File: config.mk
export PLATFORM = sky130hd
export DESIGN_NAME = quadrature_decoder
export DESIGN_NICKNAME = d
export VERILOG_FILES = /design/src/rtl/qdec_pkg.sv /design/src/rtl/sync_2ff.sv /design/src/rtl/quadrature_decoder.sv
export SDC_FILE = /design/constraint.sdc
export NUM_CORES = 1
export LEC_CHECK = 0
export CORE_ASPECT_RATIO = 0.8
export CORE_MARGIN = 2
export CORE_UTILIZATION = 40
export DETAILED_ROUTE_END_ITERATION = 8
export SYNTH_ARGS = -nofsm -noshare
export SYNTH_HDL_FRONTEND = slang
export SYNTH_SLANG_ARGS = --single-unit
File: constraint.sdc
create_clock -name clk -period 4 [get_ports clk]
set_clock_uncertainty 0.05 [all_clocks]
set_input_delay 0.8 -clock clk [delete_from_list [all_inputs] [get_ports clk]]
set_output_delay 0.8 -clock clk [all_outputs]
set_load 0.005 [all_outputs]
File: src/rtl/qdec_pkg.sv
// qdec_pkg: shared types and phase helpers for the quadrature decoder.
// Phase encoding is {a, b}; the up direction walks 00 -> 01 -> 11 -> 10 -> 00.
package qdec_pkg;

  typedef enum logic {
    UNPRIMED = 1'b0,
    TRACK    = 1'b1
  } qdec_state_t;

  localparam logic [1:0] PH_00 = 2'b00;
  localparam logic [1:0] PH_01 = 2'b01;
  localparam logic [1:0] PH_11 = 2'b11;
  localparam logic [1:0] PH_10 = 2'b10;

  // Phase that follows ph when the encoder turns one quarter-step upward.
  function automatic logic [1:0] next_up_phase(input logic [1:0] ph);
    logic [1:0] nxt;
    case (ph)
      PH_00:   nxt = PH_01;
      PH_01:   nxt = PH_11;
      PH_11:   nxt = PH_10;
      default: nxt = PH_00;
    endcase
    return nxt;
  endfunction

endpackage

File: src/rtl/sync_2ff.sv
// sync_2ff: two-flop synchronizer for one asynchronous input bit.
// Both stages clear to 0 on the asynchronous active-low reset.
module sync_2ff (
  input  logic clk,
  input  logic reset_n,
  input  logic d,
  output logic q
);

  logic meta;

  // Two back-to-back flops give the first stage a full cycle to resolve.
  always_ff @(posedge clk or negedge reset_n) begin
    if (!reset_n) begin
      meta <= 1'b0;
      q    <= 1'b0;
    end else begin
      meta <= d;
      q    <= meta;
    end
  end

endmodule

File: src/rtl/quadrature_decoder.sv
// quadrature_decoder: turns encoder phases (a, b) into one-cycle step strobes
// with direction, a BITS-wide wrapping position count Q and a sticky error flag.
// Optional build macro: QDEC_GLITCH_FILTER_EN adds a FILT_LEN-sample stability
// filter between the synchronizers and the decoder.
module quadrature_decoder
  import qdec_pkg::*;
#(
  parameter int BITS     = 4,
  parameter int FILT_LEN = 4
) (
  input  logic            clk,
  input  logic            reset_n,
  input  logic            a,
  input  logic            b,
  input  logic            enable,
  input  logic            clear,
  output logic            step,
  output logic            dir,
  output logic [BITS-1:0] Q,
  output logic            err
);

`ifdef QDEC_GLITCH_FILTER_EN
  localparam bit FILT_EN = 1'b1;
`else
  localparam bit FILT_EN = 1'b0;
`endif

  // The synchronizers (and filter, if present) hold reset zeros for a few
  // cycles after release, so priming waits until they carry the real inputs.
  localparam int PRIME_LAST = 2 + (FILT_EN ? FILT_LEN : 0);
  localparam int PW         = $clog2(PRIME_LAST + 1);

  logic        a_s;
  logic        b_s;
  logic [1:0]  sync_phase;
  logic [1:0]  phase;
  logic [1:0]  prev_phase;
  logic [1:0]  prev_nxt;
  logic [PW-1:0] pcnt;

  qdec_state_t state;
  qdec_state_t state_nxt;

  logic            step_nxt;
  logic            dir_nxt;
  logic [BITS-1:0] q_nxt;
  logic            err_nxt;

  sync_2ff u_sync_a (.clk(clk), .reset_n(reset_n), .d(a), .q(a_s));
  sync_2ff u_sync_b (.clk(clk), .reset_n(reset_n), .d(b), .q(b_s));

  assign sync_phase = {a_s, b_s};

`ifdef QDEC_GLITCH_FILTER_EN
  localparam int RW = $clog2(FILT_LEN + 1);

  logic [1:0]    cand;
  logic [1:0]    filt;
  logic [RW-1:0] run;
  logic [RW-1:0] run_nxt;

  // Count consecutive identical samples, saturating at FILT_LEN.
  always_comb begin
    run_nxt = RW'(1);
    if (sync_phase == cand) begin
      if (run >= RW'(FILT_LEN)) begin
        run_nxt = RW'(FILT_LEN);
      end else begin
        run_nxt = run + 1'b1;
      end
    end
  end

  // Accept a phase only once it has been seen FILT_LEN times in a row.
  always_ff @(posedge clk or negedge reset_n) begin
    if (!reset_n) begin
      cand <= PH_00;
      run  <= '0;
      filt <= PH_00;
    end else begin
      cand <= sync_phase;
      run  <= run_nxt;
      if (run_nxt == RW'(FILT_LEN)) begin
        filt <= sync_phase;
      end
    end
  end

  assign phase = filt;
`else
  assign phase = sync_phase;
`endif

  // State register plus the priming counter that runs while UNPRIMED.
  always_ff @(posedge clk or negedge reset_n) begin
    if (!reset_n) begin
      state <= UNPRIMED;
      pcnt  <= '0;
    end else begin
      state <= state_nxt;
      if (state == UNPRIMED) begin
        pcnt <= pcnt + 1'b1;
      end
    end
  end

  // Leave UNPRIMED once the phase pipeline reflects the real inputs.
  always_comb begin
    state_nxt = state;
    case (state)
      UNPRIMED: if (pcnt == PW'(PRIME_LAST)) state_nxt = TRACK;
      default:  state_nxt = TRACK;
    endcase
  end

  // Decode the transition from prev_phase to phase; clear overrides Q and err.
  always_comb begin
    step_nxt = 1'b0;
    dir_nxt  = dir;
    q_nxt    = Q;
    err_nxt  = err;
    prev_nxt = phase;
    if (state == TRACK && phase != prev_phase) begin
      if (phase == next_up_phase(prev_phase)) begin
        dir_nxt  = 1'b1;
        step_nxt = enable;
        if (enable) q_nxt = Q + 1'b1;
      end else if (prev_phase == next_up_phase(phase)) begin
        dir_nxt  = 1'b0;
        step_nxt = enable;
        if (enable) q_nxt = Q - 1'b1;
      end else begin
        err_nxt = 1'b1;
      end
    end
    if (clear) begin
      q_nxt   = '0;
      err_nxt = 1'b0;
    end
  end

  // Register all outputs so step is a clean one-cycle pulse.
  always_ff @(posedge clk or negedge reset_n) begin
    if (!reset_n) begin
      step       <= 1'b0;
      dir        <= 1'b1;
      Q          <= '0;
      err        <= 1'b0;
      prev_phase <= PH_00;
    end else begin
      step       <= step_nxt;
      dir        <= dir_nxt;
      Q          <= q_nxt;
      err        <= err_nxt;
      prev_phase <= prev_nxt;
    end
  end

endmodule
; Word-level counts from Yosys, hierarchy flattened
; Index checks and enable logic that the tools add are counted.
[word_totals]
register_bits = 16
input_bits = 6
out_inout_bits = 7
wordCells = 57
[classes]
add_sub_neg = 3
eq_ne = 12
muxes = 22
n_reduce_logical = 9
[ops]
columns = op, count
row1 = 4-bit two-way mux, 6
row2 = 2-bit one-hot mux with 3 select lines, 2
row3 = 1-bit two-way mux, 11
row4 = 2-bit equality test (second input constant), 3
row5 = 2-bit two-way mux, 3
row6 = 3-bit != test (second input constant), 2
row7 = 4-bit by 1-bit adder with 4-bit output (second input constant), 1
row8 = 2-bit by 1-bit equality test with 1-bit output (second input constant), 2
row9 = 2-bit equality test, 2
row10 = 2-bit logical NOT, 2
row11 = 2-bit != test (second input constant), 2
row12 = 4-bit AND reduction, 1
row13 = 2-bit nonzero test, 2
row14 = 4-bit by 1-bit subtractor with 4-bit output (second input constant), 1
row15 = 3-bit AND reduction, 1
row16 = 3-bit nonzero test, 1
row17 = 2-bit by 1-bit adder with 2-bit output (second input constant), 1
row18 = 2-bit != test, 1
row19 = 2-bit AND reduction, 1
row20 = 1-bit logical AND, 1

; Logic depth before layout (Yosys ltp)
; Gate-level depths: netlist of the first run.
[logic_depth]
ltp_word = 11
mapped_depth = 7

; Cells and area by module
; A second synthesis of the first run with hierarchy kept.
[unflattened]
hier_cells = 63
hier_area_um2 = 733.2
[by_module_without_submodules]
columns = module, n_inst, cells_per_inst, area_each_um2
row1 = quadrature_decoder, 1, 59, 633.1
row2 = sync_2ff, 2, 2, 50.0

; Worst setup path before layout of the first run
; No wires, ideal clock.
[synth_path]
path_type = reg-to-reg
from = register prev_phase[0]
to = register Q[3]
setup_ns = 0.125
arrival_time_ns = 2.111
t_required_ns = 3.825
slack_ns = 1.714
stages_incl_launch_ff = 8
period_less_slack_ns = 2.286
path_cell_list = dfrtp_1 xor2_1 or2_2 ha_1 a21oi_1 a211o_1 a211oi_2 mux2_4
[synth_via]
elab_chain_len = 7
elab_cells_between_ends = 17
[synth_rtl]
columns = item, line
row1 = from (decl), quadrature_decoder.sv:38  ; logic [1:0] prev_phase;
row2 = from (signal assigned), quadrature_decoder.sv:156  ; prev_phase <= prev_nxt;
row3 = "2-bit equality test, or another cell as far along", qdec_pkg.sv:18  ; case (ph)
row4 = 2-bit one-hot mux with 3 select lines, qdec_pkg.sv:18
row5 = 2-bit two-way mux, quadrature_decoder.sv:124  ; if (state == TRACK && phase != prev_phase) begin
row6 = 2-bit equality test, quadrature_decoder.sv:125  ; if (phase == next_up_phase(prev_phase)) begin
row7 = 4-bit two-way mux, quadrature_decoder.sv:125
row8 = 4-bit two-way mux, quadrature_decoder.sv:124
row9 = 4-bit two-way mux, quadrature_decoder.sv:137  ; if (clear) begin
row10 = to (signal assigned), quadrature_decoder.sv:154  ; Q <= q_nxt;
row11 = to (decl), quadrature_decoder.sv:19  ; output logic [BITS-1:0] Q,
; Several ways; a longest one is shown, not always the timed one. The select of a mux whose other input is x is not followed.
; A chain may end at the register's enable or synchronous reset.

; Worst setup path in the final report of the first run
; Ends and elaborated chain as after synthesis.

==> reports/metrics.yaml, run 1 <==
wl_per_cell_um: 12.5
clockPowerShare_pct: 27.9
wl_met2_um: 577
hold_violations: 0
fin_cells: 100
numClockSinks: 16
drt-vias-per-instance: 4.74
crit_path_end_kind: "flop"
synth_area_per_cell_um2: 11.6
core-area_um2: 1680
slowest_stage: "dfrtp_1"
irDropWorstVdd_mv: 0.271
ant_nets: 0
placed_cells: 96
synthToLayoutAreaGrowth_pct: 24.4
dpl_cell_area_um2: 876
seq_power_share_pct: 49.4
htree_levels: 1
finalSetupTns_ns: 0
reg2regPathDepth: 7
dr_total_vias: 474
p_sw_share_pct: 26.5
relSlewSlack_pct: 53.1
crit_fanout: 4
reg2reg_slack_ns: 1.59
grt_setup_unrepaired: "no"
cts_setup_buffers: 0
wl_met3_um: 34
rows: 13
cap_violations: 0
clk_latency_ns: 0.28
grt_pass1_wl_um: 2160
async_flop_share_pct: 100
p_per_area_nw_per_um2: 416
cpPeakStageDelay_ns: 0.44
ys_types: 23
grt_usage_pct: 13.7
drt_iter0_drc: 6
hold_path_class: "reg2reg"
combinationalPowerShare_pct: 22.6
internal_power_uw: 279
worstPathCellList: "xor2_1 > or2_2 > ha_1 > a21oi_1 > a211o_1 > a211oi_2 > mux2_4"
n_fill_cell: 152
min_to: "u_sync_a.q"
ys_ff_latch: 16
grt_pass1_vias: 479
yosysTopAreaCell: "dfrtp_1"
topRoutingLayerUsed: "met4"
met1_length_um: 622
drc: 0
drive_gt1_share_pct: 15.4
root_buffer: "clkbuf_4"
power.switching_uw: 101
cpLargestDelayFamily: "compound AO/OA/AOI/OAI gates"
fp.dieW_um: 51.9
yosys_most_used_dff: "dfrtp_1"
synth_area_leaders: "dfrtp_1 51%, ha_1 5.1%, xor2_2 4.4%"
ctsResizeCount: 0
slew_violations: 0
arrival_ns: 2.54
hp-start: "u_sync_a.meta"
io_pins: 13
reg2reg_to: "Q[3]"
syn_area_um2: 733
n_antenna_cell: 0
yosysSeqAreaShare_pct: 54.8
synth_edf_count: 0
clock_path_buffers: 2
synth.most_common_cell: "dfrtp_1"
worstHoldPathCells: 0
post-dp-hpwl_um: 931
finalSetupViolations: 0
max_freq_mhz: 415
grt_max_degree: 17
gp_congestion: 0.773
finalCritPeriodShare_pct: 60.3
cts_hold_buffers: 0
fp.dieH_um: 42.3
drt_pre_antenna_iters: 4
status: "finished, final reports clean"
worstPathRequired_ns: 4.13
routed_wl_um: 1250
critPathKind: "reg2reg"
path_buf_inv: 0
grt.overflow.total: 0
r2r_start: "prev_phase[0]"
io_buffer_count: 12
synthCells: 63
cts_tree: "done"
design_area_um2: 912
finalCriticalPeriod_ns: 2.41
clk_pin_slew_ns: 0.09
syn-num-nets: 73
startpoint_type: "flop"
dieArea_um2: 2190
numCtsBuffers: 3
start_util_pct: 43.8
p_leak_uw: 0.000398
synthTopCellsByCount: "15 x dfrtp_1, 6 x inv_1, 5 x a21oi_1, 5 x o21ai_0, 4 x nand2_1"
worst-slew-pin-transition_ns: 0.701
antenna_found_initial: 0
synth_top_area_share_pct: 51.2
yosysWarnings: 0
fin_nets: 89
-- layer usage --
metal	GRT usage [%]	up-vias
met5	0	-
met4	3.16	0
met3	6.43	2
met2	20.5	6
met1	17.9	227
li1	-	239
-- worst max-delay path by stage --
stage | start | end | cells after the start
after CTS | prev_phase[0] | Q[3] | 7
after floorplan | prev_phase[0] | Q[3] | 7
after detailed placement | prev_phase[0] | Q[3] | 7
after global placement | prev_phase[0] | Q[3] | 7
after global routing | u_sync_b.q | Q[3] | 7
final | prev_phase[0] | Q[3] | 7
-- cells by family after synthesis --
family,after synthesis,share of synthesized area [%]
and+or+nand+nor,14,9.56
adders and majority gates,4,7.85
AOI/OAI and AO/OA,14,11.6
DFF,16,54.8
xor gates and xnor gates,7,10.4
buffers and inverters,7,3.75
muxes,1,2.05
-- flip-flops by register name (all words and copies together) (netlist names) --
signal,count
u_sync_a.q,1
u_sync_a.meta,1
prev_phase,2
err,1
dir,1
u_sync_b.meta,1
state,1
step,1
pcnt,2
Q,4
u_sync_b.q,1
-- worst reg2reg max path, delay by kind of cell (launching register included) --
| kind | cells | cell delay (ns) |
|---|---|---|
| DFF | 1 | 0.44 |
| and+or+nand+nor | 1 | 0.34 |
| xor gates and xnor gates | 1 | 0.21 |
| adders and majority gates | 1 | 0.34 |
| muxes | 1 | 0.32 |
| AOI/OAI and AO/OA | 3 | 0.61 |
-- power by group through the flow --
stage               clock (uW)  combinational [uW]  sequential, uW
CTS                        113                87.5             188
floorplan                    0                47.9             190
detailed placement           0                87.3             191
global route               121                96.0             190
global placement             0                84.5             190
finish                     106                85.9             188
-- area by class of cell --
class / count / area [um^2] / area share, %
sequential: 16 / 402 / 44.0
timing repair buffer: 12 / 120 / 13.2
inverter: 6 / 22.5 / 2.47
clock buffer: 4 / 36.3 / 3.98
tap: 22 / 27.5 / 3.02
multi-input combinational: 40 / 304 / 33.3
-- per-stage QoR --
stage / util, % / setup slack, ns / power, uW / hold WS, ns
final: 54.4 / 1.59 / 380 / 0.306
after floorplan: - / 1.71 / 238 / 0.281
after global routing: 54.4 / 1.48 / 407 / 0.321
after detailed placement: 52.3 / 1.59 / 278 / 0.285
after CTS: 54.4 / 1.57 / 389 / 0.308
after global placement: 52.3 / 1.65 / 275 / 0.287
-- cells in the final DEF (no fill, tap or decap) --
cell / instances
clkbuf_8: 1
dfrtp_1: 15
nand2_1: 4
nand3_1: 1
clkdlybuf4s50_1: 12
xor2_2: 2
a211o_1: 1
nor2b_1: 1
fa_1: 1
xor2_1: 2
nor2_1: 3
or3_2: 1
dfstp_2: 1
or2_2: 2
a211oi_2: 1
clkbuf_4: 3
inv_1: 6
or3_1: 2
a31oi_1: 1
xnor2_1: 3
o211ai_1: 1
mux2_4: 1
ha_1: 3
o21ai_0: 5
a21oi_1: 5
Note: power is estimated with default switching activity, not from simulation.
==> run 2, diff against run 1 <==
- PLACE_DENSITY: default -> 0.66
- clock period: 4 -> 2.2 ns (I/O delays scaled with it)
==> reports/metrics.yaml, run 2 (synthesized netlist as in run 1, its figures left out) <==
status: "finished, final reports clean"
wl_met3_um: 58  # +71%
relSlewSlack_pct: 79.0  # +26 points
drt-vias-per-instance: 4.81  # +1.5%
dp_slack_ns: 0.00338  # -1.59 ns
post-dp-hpwl_um: 901  # -3.2%
regMostFlops: "Q"
cpLargestDelayFamily: "compound AO/OA/AOI/OAI gates"
n_fill_cell: 142  # -6.6%
io_pins: 13  # unchanged
gp_congestion: 0.847  # +9.5%
slowest_stage: "dfrtp_1"
fp.dieH_um: 42.3  # unchanged
worstHoldPathCells: 0  # unchanged
largest_registers: "Q (4), pcnt (2), prev_phase (2)"
cpPeakStageDelay_ns: 0.40  # -0.04 ns
finalPower_uw: 716  # +89%
finalSetupViolations: 0  # unchanged
grt_max_degree: 17  # unchanged
utilization_pct: 58.6  # +4.1 points
antenna_found_initial: 0  # unchanged
n_antenna_cell: 0  # unchanged
clk_pin_slew_ns: 0.10  # about the same
drive_gt1_share_pct: 25.0  # +9.6 points
ant_nets: 0  # unchanged
dr_total_vias: 510  # +7.6%
grt.overflow.total: 0  # unchanged
start_util_pct: 43.8  # unchanged
grt_setup_unrepaired: "yes"
worst-slew-pin-transition_ns: 0.315  # -0.386 ns
crit_cells: 7  # unchanged
numCtsBuffers: 3  # unchanged
fin_ws_ns: 0.00933  # -1.58 ns
final_common_cell: "dfrtp_1"
p_leak_uw: 0.000429  # +7.9%
hold_path_class: "reg2reg"
rows: 13  # unchanged
fp.dieW_um: 51.9  # unchanged
met1_length_um: 585  # -5.9%
finalCriticalPeriod_ns: 2.19  # -0.220 ns
hold_violations: 0  # unchanged
cap_violations: 0  # unchanged
largest_reg_flops: 4  # unchanged
clk_latency_ns: 0.29  # about the same
crit_fanout: 3  # -1
wl_per_cell_um: 11.0  # -12%
slew_violations: 0  # unchanged
placed_cells: 102  # +6.3%
crit_path_end_kind: "flop"
arrival_ns: 2.32  # -0.22 ns
routed_wl_um: 1160  # -6.8%
grt_pass1_vias: 465  # -2.9%
cts_tree: "done"
fin_nets: 95  # +6.7%
grt_pass1_wl_um: 2150  # -0.65%
critPathKind: "reg2reg"
cts_setup_buffers: 0  # unchanged
seq_area_um2: 402  # unchanged
finalSetupTns_ns: 0  # unchanged
io_buffer_count: 12  # unchanged
path_buf_inv: 0  # unchanged
root_buffer: "clkbuf_4"
wl_met2_um: 511  # -11%
grt_usage_pct: 13.4  # -0.30 points
core-area_um2: 1680  # unchanged
synthToLayoutAreaGrowth_pct: 33.8
multi_input_area_um2: 328  # +7.8%
worstPathRequired_ns: 2.33  # -1.80 ns
numClockSinks: 16  # unchanged
drc: 0  # unchanged
irDropWorstVdd_mv: 0.458  # +69%
startpoint_type: "flop"
ctsResizeCount: 1  # +1
max_freq_mhz: 456  # +10%
dieArea_um2: 2190  # unchanged
reg2regPathDepth: 7  # unchanged
clock_path_buffers: 2  # unchanged
worstPathCellList: "xor2_1 > or2_4 > ha_4 > a21oi_2 > a211o_1 > a211oi_2 > mux2_4"
topRoutingLayerUsed: "met4"
htree_levels: 1  # unchanged
finalCritPeriodShare_pct: 99.6  # +39 points
p_per_area_nw_per_um2: 730  # +75%
drt_iter0_drc: 2  # -4
final_cell_mix: "15 x dfrtp_1, 12 x clkdlybuf4s50_1, 6 x inv_1, 6 x buf_4, 5 x o21ai_0"
fin_cells: 106  # +6.0%
cts_hold_buffers: 0  # unchanged
drt_pre_antenna_iters: 4  # unchanged
run 2: layout make-up:
class | instances | area share [%]
Sequential cell | 16 | 40.9
Multi-Input combinational cell | 40 | 33.4
Timing Repair Buffer | 18 | 16.8
Clock buffer | 4 | 3.70
Tap cell | 22 | 2.81
Inverter | 6 | 2.30
run 2: worst paths after layout:
path | startpoint | end | slack (ns)
worst max-delay path | prev_phase[0] | Q[3] | 0.009
worst min-delay path | u_sync_b.meta | u_sync_b.q | 0.31
worst max register to register | prev_phase[0] | Q[3] | 0.009
worst min register to register | u_sync_b.meta | u_sync_b.q | 0.31
max in group asynchronous | reset_n | dir | 1.44
min in group asynchronous | reset_n | pcnt[1] | 0.41
run 2: power breakdown:
part / switching (uW) / internal [uW] / total [uW]
sequential: 18.5 / 321 / 339
combinational: 76.2 / 105 / 181
clock: 95.4 / 101 / 196
run 2: worst reg2reg max path, cell delays in order (launching register included):
cell	delay [ns]
dfrtp_1	0.40
xor2_1	0.17
or2_4	0.27
ha_4	0.29
a21oi_2	0.06
a211o_1	0.29
a211oi_2	0.21
mux2_4	0.32
run 2: per-layer routing:
layer | vias up | global-route usage (%)
li1 | 251 | -
met1 | 246 | 20.0
met2 | 11 | 18.0
met3 | 2 | 6.43
met4 | 0 | 1.58
met5 | - | 0
run 2: metrics by stage:
step / hold WS (ns) / cell area (um^2)
CTS: 0.308 / 976
global route: 0.314 / 981
floorplan: 0.0944 / 748
finish: 0.305 / 981
global placement: 0.283 / 936
detailed placement: 0.286 / 936
